[src/rtl/alu_div_pkg.sv]
// Shared types and sizing for the iterative ALU divider.
package alu_div_pkg;
  localparam int DIV_WIDTH = 32;
  localparam int DIV_CNT_W = $clog2(DIV_WIDTH);

  typedef enum logic [2:0] {
    IDLE,
    PREP,
    CALC,
    FIX,
    DONE
  } div_state_t;
endpackage

[src/rtl/adder.sv]
// Ripple-free behavioural adder/subtractor; sign is the result MSB.
// Latency: combinational. Backpressure: none (pure function of inputs).
// With invert_i_2 set it computes i_1 - i_2 in two's complement.
module adder #(
  parameter int WIDTH = 32
) (
  input  logic [WIDTH-1:0] i_1,
  input  logic [WIDTH-1:0] i_2,
  input  logic             invert_i_2,
  input  logic             enable,
  output logic [WIDTH-1:0] sum,
  output logic             sign
);
  logic [WIDTH-1:0] b_eff;
  logic [WIDTH-1:0] cin;

  assign b_eff = invert_i_2 ? ~i_2 : i_2;
  assign cin   = {{(WIDTH-1){1'b0}}, invert_i_2};
  assign sum   = enable ? (i_1 + b_eff + cin) : '0;
  assign sign  = sum[WIDTH-1];
endmodule

[src/rtl/alu_divider.sv]
// Restoring signed/unsigned divider, one quotient bit per cycle via adder.
// Latency: WIDTH+2 cycles from acceptance to out_valid (2 for divide by zero).
// Backpressure: result held in DONE until out_ready; no new operands until IDLE.
module alu_divider
  import alu_div_pkg::*;
#(
  parameter int WIDTH = DIV_WIDTH
) (
  input  logic             clk,
  input  logic             rst,
  input  logic             start_valid,
  output logic             start_ready,
  input  logic [WIDTH-1:0] dividend,
  input  logic [WIDTH-1:0] divisor,
  input  logic             is_signed,
  output logic             out_valid,
  input  logic             out_ready,
  output logic [WIDTH-1:0] quotient,
  output logic [WIDTH-1:0] remainder,
  output logic             div_by_zero,
  output logic             overflow
);
  localparam int CW = $clog2(WIDTH);
  localparam logic [CW-1:0] CNT_LOAD = CW'(WIDTH - 1);
  localparam logic [WIDTH-1:0] MIN_NEG = {1'b1, {(WIDTH-1){1'b0}}};

  div_state_t state_q, state_d;

  logic [WIDTH-1:0] dvd_r, dvs_r;
  logic             sgn_r;
  logic [WIDTH-1:0] a_mag, b_mag;
  logic [WIDTH:0]   prem;
  logic [WIDTH-1:0] q_work;
  logic [CW-1:0]    cnt;
  logic             q_neg, r_neg;

  logic             dvs_zero;
  logic [WIDTH:0]   shifted;
  logic [WIDTH:0]   diff;
  logic             diff_neg;

  assign dvs_zero    = (dvs_r == '0);
  assign start_ready = (state_q == IDLE);

  // Remainder below the divisor always fits WIDTH bits; the extra top bit
  // only carries the shifted-in value so a 2^(WIDTH-1) magnitude cannot wrap.
  assign shifted = {prem[WIDTH-1:0], a_mag[WIDTH-1]};

  adder #(
    .WIDTH(WIDTH + 1)
  ) u_trial_sub (
    .i_1       (shifted),
    .i_2       ({1'b0, b_mag}),
    .invert_i_2(1'b1),
    .enable    (1'b1),
    .sum       (diff),
    .sign      (diff_neg)
  );

  always_ff @(posedge clk or posedge rst) begin
    if (rst) state_q <= IDLE;
    else     state_q <= state_d;
  end

  // Divide-by-zero results are loaded in PREP and pass through FIX untouched.
  always_comb begin
    state_d = state_q;
    case (state_q)
      IDLE: if (start_valid) state_d = PREP;
      PREP: state_d = dvs_zero ? FIX : CALC;
      CALC: if (cnt == '0) state_d = FIX;
      FIX:  state_d = DONE;
      DONE: if (out_ready) state_d = IDLE;
      default: state_d = IDLE;
    endcase
  end

  always_ff @(posedge clk or posedge rst) begin
    if (rst) begin
      dvd_r       <= '0;
      dvs_r       <= '0;
      sgn_r       <= 1'b0;
      a_mag       <= '0;
      b_mag       <= '0;
      prem        <= '0;
      q_work      <= '0;
      cnt         <= '0;
      q_neg       <= 1'b0;
      r_neg       <= 1'b0;
      quotient    <= '0;
      remainder   <= '0;
      div_by_zero <= 1'b0;
      overflow    <= 1'b0;
      out_valid   <= 1'b0;
    end else begin
      out_valid <= (state_d == DONE);
      case (state_q)
        IDLE: begin
          if (start_valid) begin
            dvd_r <= dividend;
            dvs_r <= divisor;
            sgn_r <= is_signed;
          end
        end
        PREP: begin
          a_mag       <= (sgn_r && dvd_r[WIDTH-1]) ? -dvd_r : dvd_r;
          b_mag       <= (sgn_r && dvs_r[WIDTH-1]) ? -dvs_r : dvs_r;
          q_neg       <= sgn_r && (dvd_r[WIDTH-1] ^ dvs_r[WIDTH-1]);
          r_neg       <= sgn_r && dvd_r[WIDTH-1];
          prem        <= '0;
          q_work      <= '0;
          cnt         <= CNT_LOAD;
          overflow    <= 1'b0;
          div_by_zero <= dvs_zero;
          if (dvs_zero) begin
            quotient  <= '1;
            remainder <= dvd_r;
          end
        end
        CALC: begin
          a_mag <= {a_mag[WIDTH-2:0], 1'b0};
          cnt   <= cnt - 1'b1;
          if (diff_neg) begin
            prem   <= shifted;
            q_work <= {q_work[WIDTH-2:0], 1'b0};
          end else begin
            prem   <= diff;
            q_work <= {q_work[WIDTH-2:0], 1'b1};
          end
        end
        FIX: begin
          if (!div_by_zero) begin
            quotient  <= q_neg ? -q_work : q_work;
            remainder <= r_neg ? -prem[WIDTH-1:0] : prem[WIDTH-1:0];
            overflow  <= sgn_r && (dvd_r == MIN_NEG) && (dvs_r == '1);
          end
        end
        default: ;
      endcase
    end
  end
endmodule
[config.mk]
export PLATFORM = sky130hd
export DESIGN_NAME = alu_divider
export DESIGN_NICKNAME = d
export VERILOG_FILES = /design/src/rtl/alu_div_pkg.sv /design/src/rtl/adder.sv /design/src/rtl/alu_divider.sv
export SDC_FILE = /design/constraint.sdc
export NUM_CORES = 1
export LEC_CHECK = 0
export BUFFER_PORTS_ARGS = -buffer_cell sky130_fd_sc_hd__buf_4
export CORE_ASPECT_RATIO = 1.2
export CORE_MARGIN = 5
export CORE_UTILIZATION = 55
export CTS_CLUSTER_DIAMETER = 30
export CTS_CLUSTER_SIZE = 40
export DETAILED_ROUTE_END_ITERATION = 16
export PLACE_DENSITY = 0.77
export RECOVER_POWER = 50
export SLEW_MARGIN = 5
export SYNTH_ARGS = -nofsm -noshare
export SYNTH_HDL_FRONTEND = slang
export SYNTH_HIERARCHICAL = 1
export SYNTH_SLANG_ARGS = --single-unit
[constraint.sdc]
create_clock -name clk -period 10.4 [get_ports clk]
set_input_delay 3.12 -clock clk [delete_from_list [all_inputs] [get_ports clk]]
set_output_delay 3.12 -clock clk [all_outputs]
set_load 0.03 [all_outputs]
======== Yosys cells after proc, flatten, opt, wreduce, memory -nomap -nowiden ========
Index checks and enable logic that the tools add are counted.
W data, S select, Z words.
word-level totals
  output and inout bits ................... 68
  flip-flop bits (word level) ............. 270
  logic and storage cells ................. 70
  input bits .............................. 69
cells by class
  bitwise operators ....................... 2
  reduce and logical (&&, ||, !) cells .... 13
  $add $sub $neg .......................... 7
  muxes and demuxes ....................... 23
  equal/unequal tests ..................... 9
operator list
  operator                 count
  $pmux W32 S2             5
  $mux W32                 9
  $neg A32 Y32             4
  $eq A32 B32 Y1 const B   2
  $add A33 B1 Y33 const B  1
  $add A33 B33 Y33         1
  $not A32 Y33             1
  $logic_not A32 Y1        1
  $pmux W3 S5              1
  $pmux W5 S2              1
  $mux W3                  3
  $eq A3 B2 Y1 const B     2
  $eq A3 B3 Y1 const B     2
  $logic_and A1 B1 Y1      5
  $logic_not A5 Y1         1
  $sub A5 B1 Y5 const B    1
  $ne A2 B2 Y1 const B     2
  $reduce_and A2 Y1        2
  $reduce_bool A2 Y1       2
  $eq A3 B1 Y1 const B     1
  $logic_not A3 Y1         1
  $mux W1                  3
  $reduce_and A3 Y1        1
  $pmux W1 S2              1
  $xor A1 B1 Y1            1

======== Logic depth before layout (Yosys ltp) ========
  depth in word-level cells ............... 5
  depth in mapped cells ................... 15
  mapped depth without buffers ............ 11

======== By module ========
The synthesis kept the hierarchy.
modules (own cells, without submodules)
  module       cells an instance  sequential area each (µm²)  instances  area each (µm²)
  alu_divider  1345               6756.5                      1          13467.9
  adder        382                0.0                         1          2588.7

======== Worst setup path after synthesis ========
OpenSTA, ideal clock, no wires.
  path kind ............................... reg-to-output
  start ................................... register state_q[0]
  end ..................................... output start_ready
  setup slack ............................. 6.129 ns
  data required time ...................... 7.280 ns
  cell stages (with the launch flop) ...... 2
  arrival time ............................ 1.151 ns
  path buffers ............................ 0
  cell sequence ........................... dfrtp_1 nor3_1
on the way
  cells in the longest elaborated chain, start to end .. 1
ends and longest elaborated chain
  what                    RTL line           text
  start, declared         alu_divider.sv:27  div_state_t state_q, state_d;
  start signal, assigned  alu_divider.sv:62  else state_q <= state_d;
  $logic_not A3 Y1        alu_divider.sv:43  assign start_ready = (state_q == IDLE);
  end, declared           alu_divider.sv:12  output logic start_ready,
Every way passes these cells.

======== Final worst setup path ========
  start ................................... register state_q[0]
  end ..................................... register prem[1]
on the way
  cells in the longest elaborated chain, start to end .. 2
  elaborated cells on any way between the ends .. 4
  classes of those cells .................. eq/ne: 2; mux: 1; reduce/logical: 1
ends and longest elaborated chain
  what                                                RTL line            text
  $eq A3 B2 Y1 or $eq A3 B1 Y1 (tied branches)        alu_divider.sv:97   case (state_q)
  $pmux W32 S2 or $reduce_bool A2 Y1 (tied branches)  n/a
  end signal, assigned                                alu_divider.sv:124  prem <= shifted;
  end signal, assigned                                alu_divider.sv:127  prem <= diff;
  end, declared                                       alu_divider.sv:32   logic [WIDTH:0] prem;
Parallel ways exist; a longest one is shown, timed or not.
A chain may end at the register's enable or synchronous reset.

==> impl_metrics.tcl <==
set metrics [dict create \
    netlist_area_sq_um 16000 \
    syn-instance-count 1726 \
    pre_cts_ws_ns 5.60 \
    grt_pass1_wl_microns 73200 \
    rsz0062_at_grt "false" \
    vias 13900 \
    first_pass_iters 6 \
    row_count 68 \
    antenna_found_initial 0 \
    powerDensity_nw_per_um2 383 \
    cts_hold_buf 0 \
    final_common_cell "dfrtp_1" \
    hp-class "reg2reg" \
    drive_gt1_frac 0.174 \
    fp.dieW_microns 166 \
    layout_setup_ws_ns 3.85 \
    avgSynthCellArea_sq_um 9.30 \
    slew_headroom -1.45 \
    post_cts_resized 0 \
    htreeDepth 2 \
    start_util 0.558 \
    grt_pass1_vias 13500 \
    diodes 0 \
    finClkSkew_ns 0.0267 \
    crit_end "prem[1]" \
    fmax_mhz 153 \
    grt_overflow 0 \
    hold_violations 0 \
    slowest_delay_ns 1.98 \
    vias_per_cell 6.19 \
    drtAntennaViolNets 0 \
    reg2reg_from "state_q[0]" \
    place_congestion 0.967 \
    grt_max_degree 161 \
    die_h_microns 197 \
    fin_tns_setup_ns 0 \
    crit_chain "nor3b_1, nor2_1, clkbuf_1, clkinv_1, o22ai_1" \
    path_class "reg2reg" \
    worstPathRequired_ns 10.84 \
    p_leak_uw 0.00815 \
    portBuffers 136 \
    violations "max-capacitance violations, max-slew violations" \
    place_hpwl_microns 31900 \
    end_kind "flop" \
    ir_worst_vdd_uv 232 \
    fin_cells 2243 \
    drv_cap 9 \
    clk_latency_ns 0.56 \
    drt_iter0_markers 1194 \
    worst_pin_slew_ns 3.67 \
    cts.sinks 270 \
    clockRootBuffer "clkbuf_16" \
    drc 0 \
    fin_crit_sh 0.630 \
    totalWireLength_microns 45600 \
    slew_viol_final 431 \
    power_uw 7230 \
    fin_hold_ws_ns 0.478 \
    r2r-end "prem[1]" \
    cts.clk_slew.worst_paths_ns 0.05 \
    layout_common_cells "dfrtp_1, o21ai_0, nand2_1" \
    wl_per_cell_microns 20.3 \
    clockBufferDepth 3 \
    min_period_ns 6.55 \
    setup_viol 0 \
    cp-startpoint "state_q[0]" \
    r2r_setup_slack_ns 3.85 \
    crit_arrival_ns 7.00 \
    status "finished, violations left" \
    crit_path_start_kind "flop" \
    slowest_stage "clkbuf_1" \
    post_cts_buffers 0 \
    reg2reg_depth 5 \
    ios 137 \
    cts_tree "built" \
    place_inst 2151 \
    fin_nets 1927 \
    gr-usage-all-layers 0.271 \
    area_delta_synth_final_pct 17.6 \
    die_area_sq_um 32700 \
    critPathMaxFanout 56 \
    cts_buffers 50 \
    core_area_sq_um 28800 \
    yosysWarnings 6 \
]
-- metal layers --
metal / vias up / part of all wire / GRT usage / wire (microns)
li1: 6467 / - / - / -
met5: - / 0 / 0 / 0
met4: 0 / 0.042 / 0.109 / 1910
met1: 6777 / 0.40 / 0.340 / 18100
met3: 117 / 0.064 / 0.0478 / 2900
met2: 523 / 0.50 / 0.469 / 22700
-- where the power goes --
part           leakage (uW)  internal (uW)  switching [uW]  total, uW
Combinational       0.00396           1390            2150       3530
Sequential          0.00337           1510             589       2100
Clock              0.000821           1030             569       1600
-- sequential cells by signal, indices dropped and copies added, names as in the netlist, 3 cells and up --
signal     count
quotient      32
q_work        32
dvd_r         32
cnt            5
state_q        3
prem          32
b_mag         32
dvs_r         32
remainder     32
a_mag         32
-- worst min-delay path by stage --
stage / start / slack (ns) / cells after the start / end
detailed placement: remainder[12] / 0.47 / 1 / remainder[12]
floorplan: cnt[3] / 0.45 / 1 / cnt[3]
CTS: remainder[12] / 0.48 / 1 / remainder[12]
finish: remainder[11] / 0.48 / 1 / remainder[11]
global route: remainder[26] / 0.51 / 2 / remainder[26]
global placement: cnt[3] / 0.46 / 1 / cnt[3]
-- metrics by stage --
stage / utilization / area [sq um]
global route: 0.656 / 18900
CTS: 0.660 / 19000
detailed placement: 0.600 / 17300
global placement: 0.600 / 17300
finish: 0.656 / 18900
floorplan: - / 16100
-- worst max-delay path: cells and delay by family, from the launching register on --
family,cells,cell delay [ns]
DFF,1,0.44
and+or+nand+nor,2,2.30
buffers and inverters,2,3.22
AOI/OAI and AO/OA,1,0.47
-- final cells by class --
class,instances,area [sq um]
clock buffers,64,1440
clock inverters,28,277
fillers,2292,9880
inverters,30,114
multi-input cells,1317,8700
flip-flops and latches,270,6760
well taps,385,482
repair buffers,149,1110
Note: power is estimated with default switching activity, not from simulation.
